`config.mk`:
```
export PLATFORM = sky130hd
export DESIGN_NAME = fetch_ir
export DESIGN_NICKNAME = d
export VERILOG_FILES = /design/src/rtl/mips_defs_pkg.sv /design/src/rtl/ir_fields.sv /design/src/rtl/fetch_ir.sv
export SDC_FILE = /design/constraint.sdc
export NUM_CORES = 1
export LEC_CHECK = 0
export BUFFER_PORTS_ARGS = -buffer_cell sky130_fd_sc_hd__buf_4
export CAP_MARGIN = 5
export CORE_MARGIN = 2
export CORE_UTILIZATION = 43
export CTS_CLUSTER_SIZE = 16
export DETAILED_ROUTE_END_ITERATION = 8
export HOLD_SLACK_MARGIN = 0.02
export PLACE_DENSITY = 0.73
export SKIP_CTS_REPAIR_TIMING = 1
export SYNTH_ARGS = -nofsm -noshare
export SYNTH_HDL_FRONTEND = slang
export SYNTH_SLANG_ARGS = --single-unit
```
`constraint.sdc`:
```
create_clock -name clk -period 1.9 [get_ports clk]
set_clock_uncertainty 0.15 [all_clocks]
set_input_delay 0.38 -clock clk [delete_from_list [all_inputs] [get_ports clk]]
set_output_delay 0.38 -clock clk [all_outputs]
set_load 0.005 [all_outputs]
```
`src/rtl/mips_defs_pkg.sv`:
```
// Shared definitions for the multicycle MIPS front end: fetch FSM encoding,
// instruction field bit positions and the default reset PC.
package mips_defs;

  typedef enum logic {
    ST_IDLE = 1'b0,
    ST_WAIT = 1'b1
  } fetch_state_t;

  localparam int OPC_HI = 31;
  localparam int OPC_LO = 26;
  localparam int RS_HI  = 25;
  localparam int RS_LO  = 21;
  localparam int RT_HI  = 20;
  localparam int RT_LO  = 16;
  localparam int RD_HI  = 15;
  localparam int RD_LO  = 11;
  localparam int SH_HI  = 10;
  localparam int SH_LO  = 6;
  localparam int FN_HI  = 5;
  localparam int FN_LO  = 0;
  localparam int IMM_HI = 15;
  localparam int IMM_LO = 0;
  localparam int TGT_HI = 25;
  localparam int TGT_LO = 0;

  localparam logic [31:0] DEFAULT_RESET_PC = 32'h0000_0000;

endpackage

```
`src/rtl/ir_fields.sv`:
```
// Combinational split of a 32-bit MIPS instruction word into its R/I/J fields.
module ir_fields
  import mips_defs::*;
(
  input  logic [31:0] instr,
  output logic [5:0]  opcode,
  output logic [4:0]  rs,
  output logic [4:0]  rt,
  output logic [4:0]  rd,
  output logic [4:0]  shamt,
  output logic [5:0]  funct,
  output logic [15:0] imm16_ir,
  output logic [25:0] target26
);

  assign opcode   = instr[OPC_HI:OPC_LO];
  assign rs       = instr[RS_HI:RS_LO];
  assign rt       = instr[RT_HI:RT_LO];
  assign rd       = instr[RD_HI:RD_LO];
  assign shamt    = instr[SH_HI:SH_LO];
  assign funct    = instr[FN_HI:FN_LO];
  assign imm16_ir = instr[IMM_HI:IMM_LO];
  assign target26 = instr[TGT_HI:TGT_LO];

endmodule

```
`src/rtl/fetch_ir.sv`:
```
// Instruction fetch + single-entry instruction register with req/ack memory
// port and branch/jump redirect that squashes an in-flight fetch.
module fetch_ir
  import mips_defs::*;
#(
  parameter logic [31:0] RESET_PC = DEFAULT_RESET_PC
) (
  input  logic        clk,
  input  logic        reset,
  input  logic        fetch_en,
  input  logic        ir_consume,
  input  logic        pc_we,
  input  logic [31:0] pc_next,
  output logic        mem_req,
  output logic [31:0] mem_addr,
  input  logic        mem_ack,
  input  logic [31:0] mem_rdata,
  output logic        ir_valid,
  output logic [31:0] instr,
  output logic [31:0] instr_pc,
  output logic [31:0] pc_plus4,
  output logic [5:0]  opcode,
  output logic [4:0]  rs,
  output logic [4:0]  rt,
  output logic [4:0]  rd,
  output logic [4:0]  shamt,
  output logic [5:0]  funct,
  output logic [15:0] imm16_ir,
  output logic [25:0] target26
);

  fetch_state_t state_q, state_d;
  logic [31:0]  pc_q, pc_d;
  logic [31:0]  addr_q, addr_d;
  logic         mem_req_q, mem_req_d;
  logic         ir_valid_q, ir_valid_d;
  logic [31:0]  instr_q, instr_d;
  logic [31:0]  instr_pc_q, instr_pc_d;
  logic         squash_q, squash_d;
  logic         issue;

  // The request address lives in its own register so a redirect can move the
  // PC immediately without disturbing a request that is still outstanding.
  always_comb begin
    state_d    = state_q;
    pc_d       = pc_q;
    addr_d     = addr_q;
    mem_req_d  = mem_req_q;
    ir_valid_d = ir_valid_q;
    instr_d    = instr_q;
    instr_pc_d = instr_pc_q;
    squash_d   = squash_q;

    issue = (state_q == ST_IDLE) && fetch_en && !pc_we && (!ir_valid_q || ir_consume);

    if (ir_consume && ir_valid_q) begin
      ir_valid_d = 1'b0;
    end

    case (state_q)
      ST_IDLE: begin
        if (issue) begin
          state_d   = ST_WAIT;
          mem_req_d = 1'b1;
          addr_d    = pc_q;
        end
      end
      ST_WAIT: begin
        if (mem_ack) begin
          state_d   = ST_IDLE;
          mem_req_d = 1'b0;
          squash_d  = 1'b0;
          if (!squash_q && !pc_we) begin
            instr_d    = mem_rdata;
            instr_pc_d = addr_q;
            pc_d       = pc_q + 32'd4;
            ir_valid_d = 1'b1;
          end
        end else if (pc_we) begin
          squash_d = 1'b1;
        end
      end
      default: begin
        state_d   = ST_IDLE;
        mem_req_d = 1'b0;
      end
    endcase

    // Redirect wins over consume and over a same-cycle fill.
    if (pc_we) begin
      pc_d       = {pc_next[31:2], 2'b00};
      ir_valid_d = 1'b0;
    end
  end

  always_ff @(posedge clk) begin
    if (reset) begin
      state_q    <= ST_IDLE;
      pc_q       <= RESET_PC;
      addr_q     <= RESET_PC;
      mem_req_q  <= 1'b0;
      ir_valid_q <= 1'b0;
      instr_q    <= 32'h0;
      instr_pc_q <= 32'h0;
      squash_q   <= 1'b0;
    end else begin
      state_q    <= state_d;
      pc_q       <= pc_d;
      addr_q     <= addr_d;
      mem_req_q  <= mem_req_d;
      ir_valid_q <= ir_valid_d;
      instr_q    <= instr_d;
      instr_pc_q <= instr_pc_d;
      squash_q   <= squash_d;
    end
  end

  assign mem_req  = mem_req_q;
  assign mem_addr = addr_q;
  assign ir_valid = ir_valid_q;
  assign instr    = instr_q;
  assign instr_pc = instr_pc_q;
  assign pc_plus4 = instr_pc_q + 32'd4;

  ir_fields u_fields (
    .instr    (instr_q),
    .opcode   (opcode),
    .rs       (rs),
    .rt       (rt),
    .rd       (rd),
    .shamt    (shamt),
    .funct    (funct),
    .imm16_ir (imm16_ir),
    .target26 (target26)
  );

endmodule

```
==> impl_metrics.json, run 1 <==
{
  "h-tree-depth": 4,
  "design.portCount": 274,
  "source_of_the_worst_hold_timing_path": "pc_next[3]",
  "timing.final.max_slew_violations": 0,
  "first_pass_grt_wire_length_mm": 26.68,
  "yosysWarnings": 0,
  "cp_common_cell": "sky130_fd_sc_hd__nand3_4",
  "critical_path_arrival_ps": 1970,
  "design_power_total_mw": 6.487,
  "power_density_mw_per_mm2": 709.5,
  "post_dp_cell_area_mm2": 0.008368,
  "fin_nets": 1101,
  "register_area_mm2": 0.002541,
  "cpMaxStageDelayCell": "sky130_fd_sc_hd__dfxtp_4",
  "timing.final.crit_share": 1.313,
  "static-leakage-power_nw": 3.967,
  "final_design_area_no_fill_mm2": 0.009143,
  "synth-main-ff-cell": "sky130_fd_sc_hd__dfxtp_1",
  "total_core_area_mm2": 0.01393,
  "required_ps": 1370,
  "floorplan.die.width_um": 123.5,
  "vdd_drop_max_v": 0.0004722,
  "synth.yosys.seq_area_share": 0.4111,
  "hold_path.class": "primary input to flip-flop",
  "timing.final.ws_setup_ps": -595.3,
  "fp-row-count": 43,
  "worst_skew_pair.late_latency_ps": 420,
  "finish.utilization": 0.6561,
  "clock-root-buffer": "sky130_fd_sc_hd__clkbuf_16",
  "drt_iter0_drc": 382,
  "failed_checks": "negative setup slack",
  "globalplace.congestion": 0.8153,
  "finish_stage_setup_viols": 27,
  "critical_path.max_stage_delay_ps": 370,
  "grt_util_all_layers": 0.2253,
  "timing.fmax_mhz": 400.8,
  "detail-route-antenna-nets": 0,
  "post_synth.cell_area_avg_um2": 7.867,
  "n_antenna_cell": 0,
  "post_synth_num_cell_types": 43,
  "dpl.hpwl_mm": 13.10,
  "routed_vias": 5913,
  "max-cap-violations": 0,
  "synth_enable_flop_cells": 0,
  "hold_violations": 0,
  "grt_overflow_total": 0,
  "cts-buffers-inserted": 17,
  "syn2layout_area_growth_pct": 49.00,
  "setup.worst_path.end_class": "output port",
  "mappedNetlistArea_mm2": 0.006136,
  "crit_fanout": 6,
  "drive_above_1_share": 0.4121,
  "rsz0062_at_grt": "yes",
  "drc": 0,
  "start_util": 0.4403,
  "grt_start_max_net_pins": 63,
  "path_class": "flip-flop to output port",
  "multiInputGateArea_mm2": 0.003019,
  "end_point_of_the_worst_hold_path": "pc_q[3]",
  "cts_tree": "built",
  "crit_path_cell_trace": "ha_4 -> nand3_4 -> nor4_4 -> buf_6 -> nand3_4 -> nor2_1 -> xnor2_1 -> buf_4",
  "number_of_antenna_violations_at_the_first_check_in_global_routing": 0,
  "cp_top_family": "simple AND/OR/NAND/NOR gates",
  "rr_startpoint": "pc_q[12]",
  "setup.worst_path.start_class": "flip-flop",
  "rrSetupSlack_ps": 40,
  "timing.critical_path.from": "instr_pc[3]",
  "syn_inst": 780,
  "max-clock-path-buffers": 2,
  "critical_path.reg2reg.endpoint": "pc_q[17]",
  "die_height_um": 123.5,
  "fillers": 1206,
  "critical_path_buf_inv_count": 2,
  "synthArstFlopShare": 0,
  "reg2reg_depth": 5,
  "result_of_the_run": "finished with violations",
  "wl_per_cell_um": 14.52,
  "mostFrequentLayoutCell": "sky130_fd_sc_hd__buf_4",
  "clk_pin_slew_worst_paths_ps": 50,
  "cts_sinks": 126,
  "vias_in_the_first_global_route": 5232,
  "synth-seq-cells": 126,
  "die-area_mm2": 0.01524,
  "timing.hold.ws_ps": 37.29,
  "portBuffers": 265,
  "totalWireLength_mm": 17.72,
  "post_drt_via_cell_ratio": 4.843,
  "mostFrequentLayoutCells": "sky130_fd_sc_hd__buf_4 (333), sky130_fd_sc_hd__nand2_1 (217), sky130_fd_sc_hd__dfxtp_1 (117), sky130_fd_sc_hd__a21oi_1 (106), sky130_fd_sc_hd__xnor2_1 (32)",
  "hold-path-cell-count": 3,
  "first_pass_drt_iterations": 4,
  "final_period_minus_worst_setup_slack_ps": 2495
}
worst register-to-register path, delay by kind of cell, from the launching register on:
kind,cells,cell delay [ps]
and+or+nand+nor,3,770
AOI/OAI and AO/OA,1,290
DFF,1,340
buffers and inverters,1,210
cell type report:
type | instances | share of cell area
multi-input combinational | 530 | 0.3302
timing repair buffer | 348 | 0.3015
sequential | 126 | 0.2780
clock buffer | 25 | 0.05419
tap | 180 | 0.02463
clock inverter | 6 | 0.009032
inverter | 6 | 0.002463
worst max-delay path by stage:
stage,to,cells after the start
6_report,pc_plus4[28],8
5_1_grt,pc_plus4[29],7
4_1_cts,pc_plus4[31],7
3_5_place_dp,pc_plus4[31],7
3_3_place_gp,pc_plus4[31],7
2_1_floorplan,pc_plus4[30],6
flip-flops by register name, summed over array words and instances (netlist names):
| register | flops |
|---|---|
| ir_valid | 1 |
| state_q | 1 |
| squash_q | 1 |
| instr | 32 |
| mem_req | 1 |
| pc_q | 30 |
| instr_pc | 30 |
| mem_addr | 30 |
Yosys cell counts, types with 2 or more instances:
cell type | instances | area [um^2]
sky130_fd_sc_hd__nor4_2 | 4 | 50.05
sky130_fd_sc_hd__and2_1 | 2 | 12.51
sky130_fd_sc_hd__nor2_1 | 40 | 150.1
sky130_fd_sc_hd__xnor2_1 | 34 | 297.8
sky130_fd_sc_hd__o21bai_1 | 2 | 15.01
sky130_fd_sc_hd__ha_1 | 2 | 25.02
sky130_fd_sc_hd__nand4_2 | 2 | 25.02
sky130_fd_sc_hd__and4_1 | 5 | 43.79
sky130_fd_sc_hd__nand4b_1 | 2 | 17.52
sky130_fd_sc_hd__nand3b_1 | 2 | 15.01
sky130_fd_sc_hd__nand2_1 | 217 | 814.5
sky130_fd_sc_hd__nand3_1 | 19 | 95.09
sky130_fd_sc_hd__a211oi_1 | 17 | 127.6
sky130_fd_sc_hd__nor4_4 | 3 | 63.81
sky130_fd_sc_hd__nand2b_1 | 3 | 18.77
sky130_fd_sc_hd__a21oi_1 | 106 | 530.5
sky130_fd_sc_hd__clkbuf_1 | 37 | 138.9
sky130_fd_sc_hd__dfxtp_1 | 126 | 2522
sky130_fd_sc_hd__nor3_1 | 2 | 10.01
sky130_fd_sc_hd__and3_1 | 7 | 43.79
sky130_fd_sc_hd__buf_4 | 83 | 623.1
sky130_fd_sc_hd__inv_1 | 5 | 18.77
sky130_fd_sc_hd__xor2_1 | 21 | 183.9
sky130_fd_sc_hd__nand4_1 | 16 | 100.1
sky130_fd_sc_hd__nor3_2 | 4 | 40.04
sky130_fd_sc_hd__buf_1 | 2 | 7.510
power breakdown:
part / switching, mW / total [mW] / internal, mW
combinational: 0.259 / 0.551 / 0.292
sequential: 0.0738 / 2.79 / 2.72
clock: 1.09 / 3.15 / 2.05
total: 1.43 / 6.49 / 5.06
logic make-up (layout without fill, tap and decap cells):
family,after synthesis,after routing,share of synthesized area
buf+inv,129,385,0.1309
other cells,1,6,0.0006112
compound gates,131,131,0.1175
flops,126,126,0.4111
simple gates,335,335,0.2557
mux,1,1,0.001631
xor+xnor,55,55,0.07851
fa+ha+maj,2,2,0.004078
metal layers:
| layer | routed length [um] | up-vias | part of all wire | GRT usage |
|---|---|---|---|---|
| met3 | 881 | 16 | 0.050 | 0.04244 |
| met2 | 8838 | 153 | 0.50 | 0.3753 |
| met1 | 7774 | 2726 | 0.44 | 0.2899 |
| met5 | 0 | - | 0 | 0 |
| li1 | - | 3018 | - | - |
| met4 | 228 | 0 | 0.013 | 0.08239 |
metrics by stage:
step	instances	TNS [ps]	setup WS, ps
after global placement	1185	-1600	-207.5
after CTS	1216	-12760	-682.4
after floorplan	785	-322.6	-80.40
after detailed placement	1185	-1977	-238.8
after global routing	1221	-13530	-702.6
final	1221	-11390	-595.3
(Power assumes the default switching activity.)
==> inputs of run 2 (changes only) <==
Settings changed: ABC_AREA from default to 1, ABC_CLOCK_PERIOD_IN_PS from default to 1900, CORE_UTILIZATION 43 to 44, CTS_CLUSTER_SIZE 16 to 24.
==> impl_metrics.json, run 2 <==
{
  "result_of_the_run": "finished with violations",
  "failed_checks": "negative setup slack",
  "setup.worst_path.start_class": "flip-flop",
  "number_of_antenna_violations_at_the_first_check_in_global_routing": 0,
  "rsz0062_at_grt": "yes",
  "share_clk_of_total_power": 0.468,
  "post_synth_num_cell_types": 34,
  "netlist.area_leader.share": 0.3692,
  "worst_skew_pair.late_latency_ps": 420,
  "critical_path.reg2reg.endpoint": "pc_q[23]",
  "largest_register_ff_count": 32,
  "start_util": 0.4494,
  "yosysWarnings": 0,
  "syn2layout_area_growth_pct": 45.48,
  "grt_overflow_total": 0,
  "fin_nets": 1322,
  "synth_most_common_cell": "sky130_fd_sc_hd__nor2_1",
  "drive_above_1_share": 0.3824,
  "grt_start_max_net_pins": 55,
  "rr_startpoint": "pc_q[4]",
  "detailedPlace.worstSlack_ps": -59.58,
  "die_height_um": 128.6,
  "fp-row-count": 45,
  "post_synth_main_area_contributors": "sky130_fd_sc_hd__dfxtp_1 (37%), sky130_fd_sc_hd__nor2_1 (11%), sky130_fd_sc_hd__nand2_1 (9.1%), sky130_fd_sc_hd__buf_4 (9.0%), sky130_fd_sc_hd__o21ai_0 (7.2%)",
  "synth_enable_flop_cells": 0,
  "total_core_area_mm2": 0.01520,
  "timing.final.max_slew_violations": 0,
  "rrSetupSlack_ps": 120,
  "cell_type_with_the_largest_total_area_after_synthesis": "sky130_fd_sc_hd__dfxtp_1",
  "portBuffers": 265,
  "mostFrequentLayoutCells": "sky130_fd_sc_hd__buf_4 (337), sky130_fd_sc_hd__nor2_1 (186), sky130_fd_sc_hd__nand2_1 (157), sky130_fd_sc_hd__dfxtp_1 (103), sky130_fd_sc_hd__o21ai_0 (98)",
  "cts_sinks": 126,
  "critical_path_arrival_ps": 1820,
  "h-tree-depth": 4,
  "cpMaxStageDelayCell": "sky130_fd_sc_hd__dfxtp_2",
  "power_density_mw_per_mm2": 726.7,
  "post_placement_cell_count": 1414,
  "power.switching_fraction": 0.2432,
  "power.share.sequential": 0.406,
  "detail-route-antenna-nets": 0,
  "synth.yosys.seq_area_share": 0.3692,
  "vdd_drop_max_v": 0.0006961,
  "cts_tree": "built",
  "crit_path_cell_trace": "buf_4 -> nand3_4 -> inv_2 -> nand2_2 -> nor2_4 -> nand2_4 -> nor3_2 -> xor2_1 -> buf_4",
  "final_period_minus_worst_setup_slack_ps": 2352,
  "synth-main-ff-cell": "sky130_fd_sc_hd__dfxtp_1",
  "synthArstFlopShare": 0,
  "globalplace.congestion": 0.9875,
  "synth-seq-cells": 126,
  "source_of_the_worst_hold_timing_path": "mem_rdata[10]",
  "setup.worst_path.end_class": "output port",
  "mappedNetlistArea_mm2": 0.006832,
  "post_synth.cell_area_avg_um2": 6.825,
  "grt_util_all_layers": 0.2544,
  "post_drt_via_cell_ratio": 4.986,
  "design_power_total_mw": 7.222,
  "drt_iter0_drc": 642,
  "critical_path.max_stage_delay_ps": 350,
  "design.portCount": 274,
  "path_class": "flip-flop to output port",
  "end_point_of_the_worst_hold_path": "instr[10]",
  "cp_common_cell": "sky130_fd_sc_hd__buf_4",
  "power_internal_mw": 5.466,
  "timing.final.crit_share": 1.238,
  "cp_top_family": "simple AND/OR/NAND/NOR gates",
  "syn_inst": 1001,
  "dpl.hpwl_mm": 16.31,
  "post_dp_cell_area_mm2": 0.008964,
  "first_pass_drt_iterations": 5,
  "vias_in_the_first_global_route": 6371,
  "drc": 0,
  "static-leakage-power_nw": 4.539,
  "timing.fmax_mhz": 425.1,
  "routed_vias": 7234,
  "die-area_mm2": 0.01654,
  "clock-root-buffer": "sky130_fd_sc_hd__clkbuf_16",
  "ys_top_cells_by_count": "sky130_fd_sc_hd__nor2_1 (196), sky130_fd_sc_hd__nand2_1 (165), sky130_fd_sc_hd__dfxtp_1 (126), sky130_fd_sc_hd__o21ai_0 (98), sky130_fd_sc_hd__buf_4 (82)",
  "first_pass_grt_wire_length_mm": 32.94,
  "finish_stage_setup_viols": 27,
  "n_antenna_cell": 0,
  "mostFrequentLayoutCell": "sky130_fd_sc_hd__buf_4",
  "critical_path_buf_inv_count": 3,
  "total_switching_power_mw": 1.757,
  "totalWireLength_mm": 22.28,
  "finalNonFillerCells": 1451,
  "required_ps": 1370,
  "max-cap-violations": 0,
  "wl_per_cell_um": 15.35,
  "hold-path-cell-count": 3,
  "floorplan.die.width_um": 128.6,
  "timing.final.ws_setup_ps": -452.4,
  "final_design_area_no_fill_mm2": 0.009938,
  "hold_path.class": "primary input to flip-flop",
  "cts-buffers-inserted": 17,
  "crit_fanout": 4,
  "hold_violations": 0,
  "max-clock-path-buffers": 2,
  "clk_pin_slew_worst_paths_ps": 50,
  "comb_power_share": 0.125,
  "reg2reg_depth": 9
}
## run 2: cell types whose count changed after synthesis, sizes merged, moves of 16 or more
cell    delta
nand2     -42
xnor2     -27
inv       +63
a21oi     -52
o21ai     +99
a211oi    -16
nor2     +175
nand3     +27
## run 2: metal layers
layer	vias to the layer above	track usage	wire [um]
li1	3641	-	-
met1	3274	0.3516	10060
met2	275	0.3949	10250
met3	44	0.04324	1368
met4	0	0.1068	599
met5	-	0	0
## run 2: through the flow
step	util	hold slack, ps	TNS, ps
2_1_floorplan	-	302.2	0
3_3_place_gp	0.5896	304.1	-50.89
3_5_place_dp	0.5896	315.0	-134.4
4_1_cts	0.6300	47.93	-9910
5_1_grt	0.6537	62.85	-11060
6_report	0.6537	63.27	-8843
## run 2: cell type report
type	instances	area, um^2
Fill cell	1306	5264
Multi-Input combinational cell	686	3541
Timing Repair Buffer	348	2715
Sequential cell	126	2564
Clock buffer	21	450.4
Inverter	71	269.0
Tap cell	188	235.2
Clock inverter	11	163.9
## run 2: worst max path at each step
| stage | start | end | slack (ps) | cells after the start |
|---|---|---|---|---|
| 2_1_floorplan | instr_pc[3] | pc_plus4[22] | 20 | 8 |
| 3_3_place_gp | instr_pc[2] | pc_plus4[22] | -50 | 9 |
| 3_5_place_dp | instr_pc[2] | pc_plus4[22] | -60 | 9 |
| 4_1_cts | instr_pc[2] | pc_plus4[22] | -510 | 9 |
| 5_1_grt | instr_pc[8] | pc_plus4[27] | -590 | 7 |
| 6_report | instr_pc[3] | pc_plus4[21] | -450 | 9 |
## run 2: cell families after synthesis
kind of cell / after synthesis / share of synthesized area
buffers and inverters: 194 / 0.1546
AOI/OAI and AO/OA: 171 / 0.1300
xor gates and xnor gates: 29 / 0.03718
adders and majority gates: 2 / 0.003662
other: 1 / 0.0005489
DFF: 126 / 0.3692
and+or+nand+nor: 478 / 0.3048
## run 2: tightest hold or removal path, stage by stage
cell	delay, ps
sky130_fd_sc_hd__buf_4	70
sky130_fd_sc_hd__o21ai_0	70
sky130_fd_sc_hd__nor2_1	70
## run 2: power groups by stage
stage / registers (mW) / clock network (mW) / logic [mW]
after detailed placement: 2.98 / 0 / 0.890
after global routing: 2.95 / 3.56 / 1.00
after CTS: 2.92 / 3.44 / 0.895
after floorplan: 2.95 / 0 / 0.453
after global placement: 2.98 / 0 / 0.879
final: 2.93 / 3.38 / 0.905
